<file path="config.mk">
export PLATFORM = sky130hd
export DESIGN_NAME = runway_lights
export DESIGN_NICKNAME = d
export VERILOG_FILES = /design/src/rtl/runway_lights.sv
export SDC_FILE = /design/constraint.sdc
export NUM_CORES = 1
export LEC_CHECK = 0
export ABC_AREA = 1
export CELL_PAD_IN_SITES_DETAIL_PLACEMENT = 1
export CELL_PAD_IN_SITES_GLOBAL_PLACEMENT = 2
export CORE_MARGIN = 2
export CORE_UTILIZATION = 24
export DETAILED_ROUTE_END_ITERATION = 8
export HOLD_SLACK_MARGIN = 0.1
export PLACE_DENSITY = 0.87
export SLEW_MARGIN = 20
export SYNTH_ARGS = -nofsm -noshare
export SYNTH_HDL_FRONTEND = slang
export SYNTH_SLANG_ARGS = --single-unit
export TNS_END_PERCENT = 100
</file>
<file path="constraint.sdc">
create_clock -name clk -period 3 [get_ports clk]
set_input_delay 0.6 -clock clk [delete_from_list [all_inputs] [get_ports clk]]
set_output_delay 0.6 -clock clk [all_outputs]
set_load 0.03 [all_outputs]
</file>
<file path="src/rtl/runway_lights.sv">
// runway_lights -- wind-direction lamp sequencer for a row of runway lamps.
//
// A divider produces one tick every TICK_DIV clocks. On each tick the wind
// inputs are sampled and decoded into a mode. If the decoded mode differs
// from the current one, the new mode's entry pattern is loaded. If it is the
// same, the current pattern advances one step. Between ticks everything holds.
//
// Parameters:
//   N_LIGHTS     number of lamps (>= 2); lights[N_LIGHTS-1] is the leftmost
//   TICK_DIV     clk cycles per pattern step (>= 1)
//   HAZARD_BLINK 0 = hazard solid on, 1 = hazard blinks all-on/all-off
//
// Ports:
//   clk     rising-edge clock
//   reset   synchronous, active-high; forces HAZARD with all lamps on
//   wind_l  wind from the left  (pattern sweeps left-to-right)
//   wind_r  wind from the right (pattern sweeps right-to-left)
//   lights  registered lamp drive, 1 = on
//   mode    registered mode (also the FSM state): 00 CALM, 01 R2L, 10 L2R, 11 HAZARD
//   step    high for the one cycle after each tick (update) edge
module runway_lights #(
  parameter int N_LIGHTS     = 3,
  parameter int TICK_DIV     = 1,
  parameter int HAZARD_BLINK = 0
) (
  input  logic                clk,
  input  logic                reset,
  input  logic                wind_l,
  input  logic                wind_r,
  output logic [N_LIGHTS-1:0] lights,
  output logic [1:0]          mode,
  output logic                step
);

  typedef enum logic [1:0] {
    MODE_CALM   = 2'b00,
    MODE_R2L    = 2'b01,
    MODE_L2R    = 2'b10,
    MODE_HAZARD = 2'b11
  } mode_e;

  // At least one divider bit, even when TICK_DIV is 1 and the counter sits at 0.
  localparam int DIV_W = (TICK_DIV > 1) ? $clog2(TICK_DIV) : 1;
  localparam logic [DIV_W-1:0] DIV_LAST = DIV_W'(TICK_DIV - 1);

  // Calm pattern A: lamps whose distance from the leftmost lamp is even.
  function automatic logic [N_LIGHTS-1:0] calc_pa();
    logic [N_LIGHTS-1:0] pa;
    pa = '0;
    for (int i = 0; i < N_LIGHTS; i++) begin
      if (((N_LIGHTS - 1 - i) % 2) == 0) pa[i] = 1'b1;
    end
    return pa;
  endfunction

  localparam logic [N_LIGHTS-1:0] PA       = calc_pa();
  localparam logic [N_LIGHTS-1:0] PB       = ~PA;
  localparam logic [N_LIGHTS-1:0] ALL_ON   = '1;
  localparam logic [N_LIGHTS-1:0] LAMP_LSB = N_LIGHTS'(1);
  localparam logic [N_LIGHTS-1:0] LAMP_MSB = {1'b1, {(N_LIGHTS-1){1'b0}}};

  mode_e               mode_q, mode_d;
  logic [N_LIGHTS-1:0] lights_q, lights_d;
  logic [DIV_W-1:0]    div_cnt_q, div_cnt_d;
  logic                step_q, step_d;
  logic                tick;
  mode_e               wind_mode;

  always_ff @(posedge clk) begin
    if (reset) begin
      mode_q    <= MODE_HAZARD;
      lights_q  <= ALL_ON;
      div_cnt_q <= '0;
      step_q    <= 1'b0;
    end else begin
      mode_q    <= mode_d;
      lights_q  <= lights_d;
      div_cnt_q <= div_cnt_d;
      step_q    <= step_d;
    end
  end

  always_comb begin
    tick      = (div_cnt_q == DIV_LAST);
    div_cnt_d = tick ? '0 : div_cnt_q + DIV_W'(1);
    step_d    = tick;
    mode_d    = mode_q;
    lights_d  = lights_q;

    case ({wind_l, wind_r})
      2'b00:   wind_mode = MODE_CALM;
      2'b10:   wind_mode = MODE_L2R;
      2'b01:   wind_mode = MODE_R2L;
      default: wind_mode = MODE_HAZARD;
    endcase

    if (tick) begin
      if (wind_mode != mode_q) begin
        // Any mode change, including a reversal or leaving hazard, restarts
        // at the entry pattern; no position is carried across.
        mode_d = wind_mode;
        case (wind_mode)
          MODE_CALM: lights_d = PA;
          MODE_L2R:  lights_d = LAMP_MSB;
          MODE_R2L:  lights_d = LAMP_LSB;
          default:   lights_d = ALL_ON;
        endcase
      end else begin
        case (mode_q)
          // Anything other than PA goes to PA, so calm never shows all-off.
          MODE_CALM: lights_d = (lights_q == PA) ? PB : PA;
          MODE_L2R:  lights_d = lights_q[0] ? LAMP_MSB : (lights_q >> 1);
          MODE_R2L:  lights_d = lights_q[N_LIGHTS-1] ? LAMP_LSB : (lights_q << 1);
          // The lamps themselves hold the blink phase: reset and hazard
          // entry leave them all on, so inverting alternates on/off.
          default:   lights_d = (HAZARD_BLINK != 0) ? ~lights_q : ALL_ON;
        endcase
      end
    end
  end

  assign lights = lights_q;
  assign mode   = mode_q;
  assign step   = step_q;

endmodule

</file>
== Word level (Yosys, flattened, before mapping) ==
Cells that the tools add are included.
W data, S select, Z words.

* Bits in registers: 7
* Latch bits: 0
* RAM bits: 0
* Memory bits (read-only): 0
* Output and inout port bits: 6
* Logic and storage cells: 26
* Memories: 0

* Add/sub/neg operators: 1
* Multiply operators: 0
* Div/mod/pow operators: 0
* Order comparisons: 0
* Equal/unequal tests: 8
* Shift operators: 0
* Multiplexer cells: 7
* Bitwise gates (word level): 1
* Reductions and logical operators: 5

{| class="wikitable"
|+ Operators by type and width
! operator !! number
|-
| $pmux W3 S3 || 2
|-
| $mux W3 || 4
|-
| $eq A2 B1 Y1 const B || 3
|-
| $eq A2 B2 Y1 const B || 3
|-
| $logic_not A2 Y1 || 3
|-
| $pmux W2 S3 || 1
|-
| $eq A3 B3 Y1 const B || 1
|-
| $ne A2 B2 Y1 || 1
|-
| $reduce_and A2 Y1 || 1
|-
| $reduce_or A2 Y1 || 1
|-
| $add A1 B1 Y1 const B || 1
|-
| $not A1 Y1 || 1
|}

== Longest topological paths before layout ==
* Depth in word-level cells: 5
* Mapped depth: 7
* Mapped depth without buffers: 7

== Worst setup path after synthesis ==
OpenSTA, ideal clock, no wires.

* Path type: register to register
* From: reg mode_q[0] (netlist: mode[0])
* To: reg lights_q[2] (netlist: lights[2])
* Data arrival time: 1124 ps
* Setup slack: 1810 ps
* Stages on the path, launching flop included: 7
* Period minus slack after synthesis: 1190 ps
* Cell sequence: dfxtp_1 > inv_2 > nand2_2 > nand2_1 > nor2_2 > nand2_1 > a21oi_2

* Longest elaborated chain between the ends: 3
* Elaborated cells between the ends (all ways): 6
* Classes of those cells: 3 x eq/ne; 2 x mux; 1 x reduce/logical

{| class="wikitable"
|+ RTL lines
! what !! line !! RTL
|-
| start, declared || 62 || <nowiki>mode_e mode_q, mode_d;</nowiki>
|-
| start signal, assigned || 76 || <nowiki>mode_q <= mode_d;</nowiki>
|-
| $eq A2 B1 Y1 (tied with other cells) || 109 || <nowiki>case (mode_q)</nowiki>
|-
| $pmux W3 S3 || 109 ||
|-
| $mux W3 (*) || 98 || <nowiki>if (wind_mode != mode_q) begin</nowiki>
|-
| end signal, assigned || 77 || <nowiki>lights_q <= lights_d;</nowiki>
|-
| end, declared || 63 || <nowiki>logic [N_LIGHTS-1:0] lights_q, lights_d;</nowiki>
|}

Mark *: on every way between the ends. The rest lies on a longest branch, timed or not.
A chain may end at the register's enable or synchronous reset.

== Worst setup path in the final report ==
* From: reg mode_q[1] (netlist: mode[1])
* To: out mode[1]

{| class="wikitable"
|+ RTL lines
! what !! line !! RTL
|-
| end, declared || 31 || <nowiki>output logic [1:0] mode,</nowiki>
|}

No word-level cell between the ends.

==> reports/qor.yml <==
worst_setup_path:
  critPathKind: "reg -> out"
  r2r-start: "mode[0]"
  startpoint_type: "flip-flop"
  critPathCaptureType: "output port"
  rr_worst_depth: 6
  cp-startpoint: "mode[1]"
  slowest_delay_ns: 0.74
  r2r_setup_slack_ns: 1.86
  crit_fanout: 8
  worstSetupPathDepth: 1
  slowest_stage: "clkdlybuf4s50_1"
  endpoint: "mode[1]"
  crit_buf_inv: 1
  worstPathRequired_ns: 2.40
  worstPathCellList: "clkdlybuf4s50_1"
  crit_arrival_ns: 1.48
  path_delay_family: "buffers and inverters"
  rr_endpoint: "lights[0]"
cells_and_area:
  syn_to_final_growth_pct: 32.35
  final_layout_size_suffix_gt1_frac: 0.1023
  finalCoreUtilization: 0.3333
  instances_no_fill: 105
  diodes: 0
  stdcell_area_um2: 563.0
  nets: 93
place:
  post-place-ws_ns: 1.110
  port_buffers: 9
  dpl.hpwl_um: 893.5
  post_dp_cell_area_um2: 536.8
  place.gp.congestion: 0.8227
  dp_cells: 101
floorplanning:
  die_area_mm2: 0.002125
  die_h_um: 46.10
  rows: 15
  die_w_um: 46.10
  io_pins: 10
  coreArea_mm2: 0.001689
  initial_core_util: 0.2519
timing:
  rsz0062_at_grt: "false"
  setup_viol: 0
  finalMaxSlewViolations: 0
  setup_tns_ns: 0
  min_period_ns: 2.076
  fin_ws_ns: 0.9241
  fmax_mhz: 481.7
  finalHoldViolations: 0
  timing.final.crit_share: 0.6920
  skew_ns: 0.003743
logic_synthesis:
  yosys_warnings: 0
  ys_ff_latch: 7
  synth_commonest_cells: "36 x nand2_1, 9 x inv_1, 7 x dfxtp_1"
  synth_edf_count: 0
  netlist_top_cells_area: "dfxtp_1 33%, nand2_1 32%, inv_1 7.9%, nand3_1 5.9%, nor2_1 5.3%"
  synth_nets: 79
  synth_most_common_cell: "nand2_1"
  ys_dominant_reg_cell: "dfxtp_1"
  netlist.area_leader.share: 0.3294
  synthArstFlopShare: 0
  syn_avg_cell_area_um2: 5.672
  yosys.area.top_type: "dfxtp_1"
  netlist_instances: 75
  synth.distinct_cells: 12
  seq_area_frac_synth: 0.3294
  synth_area_um2: 425.4
clocking:
  post_cts_resize_count: 0
  tritoncts: "built"
  hold_buffers: 0
  clock_path_buffers: 2
  root_buffer: "clkbuf_4"
  clkLatencyLatePin_ns: 0.26
  numCtsBuffers: 3
  cts.htree.levels: 1
  cts.clk_slew.worst_paths_ns: 0.06
  cts.sinks: 7
  cts_setup_buffers: 0
global_route:
  grt_pass1_vias: 431
  overflow: 0
  grt_usage: 0.1299
  grt_max_degree: 9
  grt_pass1_wl_um: 1932
  antenna_found_initial: 0
power_and_ir_drop:
  pwr_density_cell_mw_per_mm2: 471.0
  p_leak_nw: 0.3049
  ir_worst_vdd_mv: 0.1839
drt:
  drt-total-wl_um: 1107
  route.detailed.drc: 0
  avgViaCountPerCell: 4.571
  vias: 480
  drt_iter0_drc: 2
  first_pass_iters: 4
  wire_per_inst_um: 10.54
  ant_nets: 0
run_status:
  outcome: "finished, final reports clean"
flow_run:
  cap_violations: 0
worst_hold_path:
  holdCritPathClass: "reg -> reg"
  holdCritStartpoint: "div_cnt_q"
## routing by layer
metal  track usage  share of wire  vias up
met1        0.1730           0.50      209
met5             0              0        -
met3       0.03137          0.047        3
met4       0.06857          0.017        0
met2        0.1917           0.44       12
li1              -              -      256
## cells in the final DEF, fill, tap and decap left out
cell / netlist / routed
a21oi_2: 2 / 2
nor2_1: 6 / 6
conb_1: 1 / 1
dfxtp_1: 7 / 7
nor2_2: 1 / 1
a21oi_1: 3 / 3
clkbuf_4: 0 / 3
clkdlybuf4s50_1: 0 / 9
clkbuf_1: 0 / 1
nand2_2: 1 / 1
o22ai_1: 2 / 2
nand2_1: 36 / 36
inv_1: 9 / 9
inv_2: 2 / 2
nand3_1: 5 / 5
## power breakdown
| part | switching [mW] | total, mW | internal (mW) |
|---|---|---|---|
| Clock | 0.0420 | 0.0932 | 0.0512 |
| Sequential | 0.00927 | 0.109 | 0.0994 |
| Combinational | 0.0381 | 0.0633 | 0.0252 |
## state kept, by name, indices dropped and copies added, names as in the netlist
name and count:
mode 2, lights 3, div_cnt_q 1, step 1
## metrics by stage
stage	power (mW)	hold WS, ns
2_1_floorplan	0.1497	0.4362
3_3_place_gp	0.1748	0.4616
3_5_place_dp	0.1750	0.4634
4_1_cts	0.2684	0.4720
5_1_grt	0.2817	0.5080
6_report	0.2652	0.4706
## kinds of logic after synthesis
logic type / synth area share
AO/OA/AOI/OAI: 0.1059
buffers and inverters: 0.09706
flip-flops: 0.3294
other: 0.008815
AND/OR/NAND/NOR: 0.4588
## worst min path at each step
stage | to | cells after the start
floorplan | step | 1
global placement | step | 1
detailed placement | step | 1
CTS | step | 1
global route | step | 1
finish | step | 1
## layout make-up
type                       instances  area (µm²)
inverter                          11       41.29
sequential                         7       140.1
fill                             236        1126
clock buffer                       4       26.28
multi-input combinational         57       244.0
timing repair buffer               9       90.09
tap                               17       21.27
(Power assumes the default switching activity.)
